[config.mk]
export PLATFORM = sky130hd
export DESIGN_NAME = operand_fetch_stage
export DESIGN_NICKNAME = d
export VERILOG_FILES = /design/src/rtl/operand_fetch_stage.sv
export SDC_FILE = /design/constraint.sdc
export NUM_CORES = 1
export LEC_CHECK = 0
export ABC_AREA = 1
export BUFFER_PORTS_ARGS = -buffer_cell sky130_fd_sc_hd__buf_2
export CAP_MARGIN = 20
export CORE_AREA = 2 2 145 147
export CTS_BUF_LIST = sky130_fd_sc_hd__clkbuf_4
export CTS_CLUSTER_DIAMETER = 40
export CTS_CLUSTER_SIZE = 40
export DETAILED_ROUTE_END_ITERATION = 7
export DIE_AREA = 0 0 147 149
export PLACE_DENSITY = 0.7
export SLEW_MARGIN = 10
export SYNTH_ARGS = -nofsm -noshare
export SYNTH_HDL_FRONTEND = slang
export SYNTH_SLANG_ARGS = --single-unit
[constraint.sdc]
create_clock -name clk -period 1.9 [get_ports clk]
set_clock_uncertainty 0.15 [all_clocks]
set_input_delay 0.19 -clock clk [delete_from_list [all_inputs] [get_ports clk]]
set_output_delay 0.19 -clock clk [all_outputs]
set_load 0.03 [all_outputs]
[src/rtl/operand_fetch_stage.sv]
// ID->EX operand fetch: RF addressing, MEM/WB bypass, load-use stall, registered EX handoff.
// Latency: 1 cycle ID->EX, 1 instr/cycle when unstalled.
// Backpressure: EX register holds while ex_valid & !ex_ready; id_ready drops on hold, hazard or flush.
module operand_fetch_stage #(
    parameter int XLEN  = 32,
    parameter int PAY_W = 64
) (
    input  logic             clk,
    input  logic             reset_n,
    input  logic             flush,
    input  logic             id_valid,
    output logic             id_ready,
    input  logic [4:0]       id_rs1,
    input  logic [4:0]       id_rs2,
    input  logic [4:0]       id_rd,
    input  logic             id_reg_write,
    input  logic             id_is_load,
    input  logic [PAY_W-1:0] id_payload,
    output logic [4:0]       rf_read_reg1,
    output logic [4:0]       rf_read_reg2,
    input  logic [XLEN-1:0]  rf_read_data1,
    input  logic [XLEN-1:0]  rf_read_data2,
    input  logic [4:0]       mem_rd,
    input  logic             mem_reg_write,
    input  logic             mem_is_load,
    input  logic [XLEN-1:0]  mem_result,
    input  logic [4:0]       wb_rd,
    input  logic             wb_reg_write,
    input  logic [XLEN-1:0]  wb_data,
    output logic             ex_valid,
    input  logic             ex_ready,
    output logic [XLEN-1:0]  ex_rs1_data,
    output logic [XLEN-1:0]  ex_rs2_data,
    output logic [4:0]       ex_rd,
    output logic             ex_reg_write,
    output logic             ex_is_load,
    output logic [PAY_W-1:0] ex_payload
);
    typedef struct packed {
        logic [XLEN-1:0]  rs1_data;
        logic [XLEN-1:0]  rs2_data;
        logic [4:0]       rd;
        logic             reg_write;
        logic             is_load;
        logic [PAY_W-1:0] payload;
    } ex_reg_t;

    ex_reg_t         ex_q;
    ex_reg_t         ex_d;
    logic            ex_vld_q;
    logic            adv;
    logic            hazard;
    logic            ex_load_hit;
    logic            mem_load_hit;
    logic [XLEN-1:0] rs1_dat;
    logic [XLEN-1:0] rs2_dat;

    // MEM result beats the WB write; a load in MEM has no result yet and is handled as a stall instead.
    function automatic logic [XLEN-1:0] resolve(
        input logic [4:0]      src,
        input logic [XLEN-1:0] rf_dat,
        input logic [4:0]      m_rd,
        input logic            m_wr,
        input logic            m_ld,
        input logic [XLEN-1:0] m_res,
        input logic [4:0]      w_rd,
        input logic            w_wr,
        input logic [XLEN-1:0] w_dat
    );
        if (src == 5'd0)
            return '0;
        else if (m_wr && !m_ld && (m_rd == src))
            return m_res;
        else if (w_wr && (w_rd == src))
            return w_dat;
        else
            return rf_dat;
    endfunction

    assign rf_read_reg1 = id_rs1;
    assign rf_read_reg2 = id_rs2;

    assign rs1_dat = resolve(id_rs1, rf_read_data1, mem_rd, mem_reg_write, mem_is_load, mem_result,
                             wb_rd, wb_reg_write, wb_data);
    assign rs2_dat = resolve(id_rs2, rf_read_data2, mem_rd, mem_reg_write, mem_is_load, mem_result,
                             wb_rd, wb_reg_write, wb_data);

    // rs2 is always treated as read, so instructions without rs2 may stall needlessly.
    assign ex_load_hit  = ex_vld_q && ex_q.is_load && ex_q.reg_write && (ex_q.rd != 5'd0) &&
                          ((ex_q.rd == id_rs1) || (ex_q.rd == id_rs2));
    assign mem_load_hit = mem_is_load && mem_reg_write && (mem_rd != 5'd0) &&
                          ((mem_rd == id_rs1) || (mem_rd == id_rs2));
    assign hazard       = id_valid && (ex_load_hit || mem_load_hit);
    assign adv          = !ex_vld_q || ex_ready;
    assign id_ready     = adv && !hazard && !flush;

    always_comb begin
        ex_d           = '0;
        ex_d.rs1_data  = rs1_dat;
        ex_d.rs2_data  = rs2_dat;
        ex_d.rd        = id_rd;
        ex_d.reg_write = id_reg_write;
        ex_d.is_load   = id_is_load;
        ex_d.payload   = id_payload;
    end

    always_ff @(posedge clk or negedge reset_n) begin
        if (!reset_n) begin
            ex_vld_q <= 1'b0;
            ex_q     <= '0;
        end else if (flush) begin
            ex_vld_q <= 1'b0;
        end else if (adv && id_valid && !hazard) begin
            ex_vld_q <= 1'b1;
            ex_q     <= ex_d;
        end else if (adv) begin
            ex_vld_q <= 1'b0;
        end
    end

    assign ex_valid     = ex_vld_q;
    assign ex_rs1_data  = ex_q.rs1_data;
    assign ex_rs2_data  = ex_q.rs2_data;
    assign ex_rd        = ex_q.rd;
    assign ex_reg_write = ex_q.reg_write;
    assign ex_is_load   = ex_q.is_load;
    assign ex_payload   = ex_q.payload;

endmodule

==> results of run 1 <==
stage by stage:
step	cells	setup slack [ns]	area [um2]	power, mW
5_1_grt	2188	-0.464	14000	10.3
3_3_place_gp	1908	0.0465	10700	7.00
3_5_place_dp	1908	0.0188	10700	7.04
2_1_floorplan	1281	0.0257	8070	5.66
4_1_cts	2172	-0.355	13300	9.57
6_report	2188	-0.301	14000	9.81
what timing repair did:
action                                 4_1_cts  5_1_grt
pin swaps                                    9       59
hold buffers                               227        0
endpoints found under the hold margin      272        0
gates resized for setup                      9      117
buffers inserted                             5        1
gates cloned                                 0       11
setup endpoints to repair                    1      136
cells by family after synthesis:
kind of cell | after synthesis | share of synthesized area (%)
simple gates | 983 | 48.2
buf+inv | 151 | 8.74
flops | 136 | 42.2
compound gates | 6 | 0.372
xor+xnor | 5 | 0.542
layout by cell type, fill, tap and decap left out, types with 2 or more instances in the layout:
master	netlist	routed
clkbuf_4	0	18
nor2_1	151	143
nand2_1	682	585
nand3_1	142	142
buf_6	2	4
diode_2	0	4
nor2_2	1	2
buf_4	20	37
nand2_4	0	15
o21ai_0	2	2
clkinvlp_4	0	2
nand4_1	2	2
bufinv_16	0	2
clkbuf_16	0	9
dlygate4sd3_1	0	226
buf_8	0	4
nor3_1	3	3
buf_12	0	27
buf_2	39	371
nand2_2	0	82
dfrtp_1	136	136
nor2_4	1	8
xnor2_1	4	4
inv_2	8	9
inv_6	0	5
a21oi_1	4	3
clkinv_4	0	3
inv_1	60	59
power by group through the flow:
stage          Combinational [mW]  Sequential (mW)  Clock [mW]
2_1_floorplan               0.968             4.69           0
3_3_place_gp                 3.28             3.73           0
3_5_place_dp                 3.32             3.72           0
4_1_cts                      3.74             3.68        2.14
5_1_grt                      4.28             3.75        2.26
6_report                     4.01             3.70        2.09
path summary, 6_finish.rpt:
path,startpoint,end,cells past startpoint
max,ex_rd[4],ex_payload[26],13
min,id_valid,ex_reg_write,6
max reg2reg,ex_rd[4],ex_payload[26],13
min reg2reg,ex_rs1_data[21],ex_rs1_data[21],2
max in group asynchronous,reset_n,ex_payload[56],4
min in group asynchronous,reset_n,ex_payload[10],3
state kept, by name, summed over array words and instances (netlist names):
signal,flops
ex_reg_write,1
ex_valid,1
ex_rs2_data,32
ex_payload,64
ex_is_load,1
ex_rd,5
ex_rs1_data,32
worst min-delay path, stage by stage:
cell	delay (ns)
buf_2	0.12
nand3_1	0.13
nor2_4	0.08
clkbuf_16	0.17
nand2_1	0.06
nand2_1	0.04
per-layer routing:
layer | up-vias | track usage, %
li1 | 5124 | -
met1 | 5077 | 36.6
met2 | 721 | 54.3
met3 | 159 | 7.74
met4 | 0 | 15.7
met5 | - | 0
area by class of cell:
class                           count  area, um2  share of cell area (%)
Antenna cell                        4       10.0                  0.0717
Clock buffer                       18        135                   0.969
Clock inverter                     14        161                    1.16
Inverter                           68        255                    1.83
Multi-Input combinational cell    994       4350                    31.2
Sequential cell                   136       3400                    24.4
Tap cell                          275        344                    2.47
Timing Repair Buffer              679       5300                    38.0
==> run_results.csv, run 1 <==
group,metric,value,unit
run_status,status,"finished, violations left",
run_status,violations,"negative setup slack",
placed_design,dp_hpwl,22400,um
grt,grt.total_usage,31.4,%
grt,grt_max_degree,65,
logic_synthesis,ys.warnings.count,0,
logic_synthesis,netlist_top_cells_area,"dfrtp_1, nand2_1, nand3_1",
route,highest_layer,"met4",
sta,slew-limit-headroom,77.8,%
critical_path,cp-end-kind,"register",
sta,drv_slew,0,
sta,rsz0062_at_grt,"yes",
floorplanning,die_w,147,um
route,wl_met3,3470,um
logic_synthesis,ys_types,19,
pwr,p_sw_share,41.9,%
logic_synthesis,synth_seq_cells,136,
route,drtIter0Drc,769,
placed_design,place.gp.congestion,0.960,
pwr,p_comb_share,40.9,%
floorplanning,start_util,39.3,%
grt,grt_pass1_vias,10822,
floorplanning,row_count,53,
clock_tree,cts_made_buffers,17,
logic_synthesis,syn_avg_cell_area,6.30,um2
clock_tree,cts_tree,"yes",
route,wl_met1,14000,um
sta,worst_pin_slew,0.329,ns
route,drt-total-wl,37300,um
pwr,power_frac_clock,21.4,%
sta,hold-worst-slack,0.145,ns
pwr,seqPwrFrac,37.8,%
flow_run,maxCapViolCount,0,
logic_synthesis,yosysTopAreaCell,"dfrtp_1",
route,vias,11081,
logic_synthesis,synth_edf_count,0,
finish,nFillCells,1583,
grt,antenna_found_initial,4,
placed_design,io_buffers,373,
critical_path,cp.required,2.23,ns
critical_path,crit_fanout,7,
critical_path,cpLargestDelayFamily,"simple AND/OR/NAND/NOR gates",
finish,syn2layout_area_growth,72.8,%
floorplanning,ios,374,
logic_synthesis,synth_fp_nets,1508,
floorplanning,die_h,149,um
critical_path,crit_path_top_delay_cell,"dfrtp_1",
pwr,p_sw,4.11,mW
finish,drive_gt1_share,31.5,%
finish,final_nets,2123,
clock_tree,path_clk_slew,0.15,ns
critical_path,critical_path.max_stage_delay,0.47,ns
route,route.met2.wl,18000,um
sta,timing.final.hold_violations,0,
pwr,ir_drop,0.570,mV
grt,grt_pass1_wl,54800,um
clock_tree,clockRootBuffer,"clkbuf_4",
clock_tree,htree_num_levels,4,
min_path,worstHoldPathType,"in -> reg",
sta,fin_tns_setup,-33.46,ns
logic_synthesis,postSynth.asyncResetShare,100,%
clock_tree,cts.sinks,136,
critical_path,crit_buf_inv,5,
logic_synthesis,ys.flop_type,"dfrtp_1",
grt,overflow,0,
sta,worst_slack,-0.301,ns
route,firstDrtPassIters,6,
finish,final_util,67.9,%
logic_synthesis,synth_top_area_share,42.2,%
route,detail_route.wl_per_cell,17.0,um
route,remaining_drc_errors,0,
floorplanning,dieArea,21900,um2
logic_synthesis,synthTopCellsByCount,"nand2_1, nor2_1, nand3_1",
logic_synthesis,netlist_instances,1281,
logic_synthesis,synth_most_common_cell,"nand2_1",
critical_path,critPathLaunchType,"register",
logic_synthesis,ys_seq_area_share,42.2,%
clock_tree,clock_latency,0.54,ns
sta,finalCritPeriodShare,116,%
logic_synthesis,syn_area,8070,um2
sta,setup-violations-final,136,
pwr,power_leakage,8.24,nW
critical_path,arrival,2.53,ns
route,ant_nets,0,
route,via_per_inst,5.06,
critical_path,path_cells,"nor2_1 -> nand4_1 -> nand4_1 -> inv_1 -> nand2_2 -> nand2_2 -> buf_4 -> buf_4 -> nor2_4 -> clkbuf_16 -> clkbuf_16 -> nand2_1 -> nand2_1",
clock_tree,cts.path.max_buffers,2,
floorplanning,core_area,20600,um2
critical_path,worstSetupPathType,"reg -> reg",
critical_path,reg2reg_slack,-0.30,ns
pwr,p_int,5.69,mW
pwr,power.density,703,nW/um2
sta,timing.fmax,454,MHz
sta,fin_crit,2.20,ns
Power figures use the tool's default switching activity.
==> run 2: changes to the inputs <==
==> constraint.sdc (replaced) <==
create_clock -name clk -period 1.9 [get_ports clk]
set_clock_uncertainty 0.15 [all_clocks]
set_input_delay 0.57 -clock clk [delete_from_list [all_inputs] [get_ports clk]]
set_output_delay 0.57 -clock clk [all_outputs]
set_load 0.03 [all_outputs]
==> run 2 against run 1 <==
  * The run still ends with negative setup slack left
  * Worst setup slack got worse by 0.37 ns
  * Critical path depth decreased by 3
  * Clock-buffer cell count unchanged
  * Maximum frequency decreased by 14%
  * Die area unchanged
  * Non-clock buffer count decreased by 87
  * Register-to-register slack got worse by 0.31 ns
  * Sequential share of layout area decreased by 0.22 points
  * Utilization increased by 0.73 points
  * Clock power about the same
  * Critical endpoint is now id_ready
==> run_results.csv, run 2 (same netlist as run 1, synthesis figures left out) <==
group,metric,value,unit
flow_run,maxCapViolCount,0,
finish,final_nets,2036,
finish,multi_input_area,4610,um2
sta,fin_tns_setup,-69.20,ns
clock_tree,cts.sinks,136,
pwr,power.density,776,nW/um2
grt,grt_pass1_vias,9231,
sta,timing.fmax,390,MHz
grt,grt.busiest_layer,"met2",
pwr,p_sw,4.42,mW
grt,grt_pass1_wl,47300,um
sta,drv_slew,0,
floorplanning,row_count,53,
sta,timing.final.hold_violations,0,
sta,worst_pin_slew,0.365,ns
pwr,power_frac_clock,19.4,%
critical_path,cp-endpoint,"id_ready",
route,firstDrtPassIters,8,
route,ant_nets,0,
finish,syn2layout_area_growth,74.7,%
critical_path,timing.rr.start,"ex_rd[3]",
grt,use_met2,47.6,%
floorplanning,start_util,39.3,%
pwr,p_sw_share,40.4,%
floorplanning,ios,374,
critical_path,arrival,1.85,ns
sta,slew-limit-headroom,75.6,%
floorplanning,dieArea,21900,um2
sta,fin_crit,2.57,ns
clock_tree,clockRootBuffer,"clkbuf_4",
grt,overflow,0,
floorplanning,die_h,149,um
min_path,worstHoldPathType,"in -> reg",
clock_tree,htree_num_levels,4,
finish,drive_gt1_share,42.4,%
critical_path,worst_r2r_endpoint,"ex_payload[14]",
critical_path,r2r_cells,18,
placed_design,place.gp.congestion,0.909,
finish,layout_common_cells,"nand2_1, buf_2, buf_6, nand3_1, nor2_1",
pwr,seqPwrFrac,35.3,%
pwr,p_int,6.52,mW
critical_path,worstSetupPathType,"reg -> out",
sta,finalCritPeriodShare,135,%
route,vias,10450,
grt,antenna_found_initial,2,
route,detail_route.wl_per_cell,16.9,um
pwr,ir_drop,0.551,mV
critical_path,critPathLaunchType,"register",
finish,final_common_cell,"nand2_1",
sta,rsz0062_at_grt,"yes",
placed_design,dp_worst_setup_slack,-0.504,ns
route,drtIter0Drc,543,
floorplanning,die_w,147,um
route,via_per_inst,4.98,
critical_path,crit_fanout,5,
clock_tree,path_clk_slew,0.16,ns
finish,largest_reg_flops,64,
placed_design,dp_cells,1924,
clock_tree,clock_latency,0.56,ns
clock_tree,cts.path.max_buffers,2,
sta,setup-violations-final,145,
critical_path,cp-end-kind,"output pin",
pwr,power_leakage,8.28,nW
clock_tree,cts_made_buffers,17,
critical_path,crit_path_start,"ex_rd[2]",
grt,met1_usage,33.7,%
grt,grt_use_met3,6.45,%
grt,grt.total_usage,27.5,%
run_status,violations,"negative setup slack",
floorplanning,core_area,20600,um2
critical_path,cp.required,1.18,ns
placed_design,io_buffers,373,
placed_design,dp_hpwl,22000,um
finish,register_area,3410,um2
critical_path,reg2reg_slack,-0.61,ns
finish,nFillCells,1631,
route,remaining_drc_errors,0,
finish,fin_cells,2099,
grt,grt_max_degree,67,
sta,worst_slack,-0.667,ns
sta,hold-worst-slack,0.0526,ns
run_status,status,"finished, violations left",
pwr,p_comb_share,45.3,%
clock_tree,cts_tree,"yes",
route,drt-total-wl,35400,um
pwr,power,10.9,mW
min_path,worstHoldPathCells,3,
==> run 2: changes by cell type in the layout (fill, tap and decap cells not counted), sizes merged <==
cell         change
dlygate4sd3    -196
buf            +111
clkbuf           -2
diode            -2
clkinv           +1
clkinvlp         -1
==> run 2: worst min path at each step <==
stage	startpoint	end
after floorplan	reset_n	ex_is_load
after global placement	ex_rs1_data[2]	ex_rs1_data[2]
after detailed placement	ex_payload[23]	ex_payload[23]
after CTS	id_payload[33]	ex_payload[33]
after global routing	id_payload[22]	ex_payload[22]
final	id_payload[52]	ex_payload[52]
==> run 2: power by group through the flow <==
stage	logic, mW	clock network (mW)	registers [mW]
floorplan	0.976	0	4.69
global placement	3.30	0	3.72
detailed placement	3.33	0	3.71
CTS	3.57	2.17	3.68
global route	5.26	2.32	3.90
finish	4.96	2.12	3.86
==> run 2: worst max-delay path: stages, from the launching register on <==
cell	delay, ns
dfrtp_2	0.48
inv_1	0.08
nand2_1	0.05
nand2_1	0.07
nor2_1	0.04
nand3_1	0.07
nand2_1	0.07
nand2_2	0.07
nand2_2	0.07
a21oi_4	0.13
buf_6	0.15
==> run 2: area by class of cell <==
cell class | instances | share of cell area [%]
Sequential cell | 136 | 24.2
Clock inverter | 14 | 1.13
Tap cell | 275 | 2.44
Antenna cell | 2 | 0.0355
Inverter | 68 | 1.81
Clock buffer | 18 | 0.958
Multi-Input combinational cell | 994 | 32.7
Timing Repair Buffer | 592 | 36.8
==> run 2: stage by stage <==
stage	util (%)	area (um2)
4_1_cts	57.8	11900
6_report	68.6	14100
3_3_place_gp	52.6	10800
3_5_place_dp	52.6	10800
5_1_grt	68.6	14100
2_1_floorplan	-	8110
==> run 2: per-layer routing <==
metal | part of all wire, % | vias to the layer above
met3 | 8.9 | 105
li1 | - | 4947
met4 | 3.3 | 0
met2 | 51 | 568
met1 | 37 | 4830
met5 | 0 | -
==> run 2: what timing repair did <==
action / CTS / global route
gates resized for setup: 52 / 589
pin swaps: 44 / 105
hold buffers: 23 / 7
setup buffers: 17 / 89
gates cloned: 10 / 8
endpoints found under the setup margin: 238 / 273
hold endpoints to repair: 64 / 7
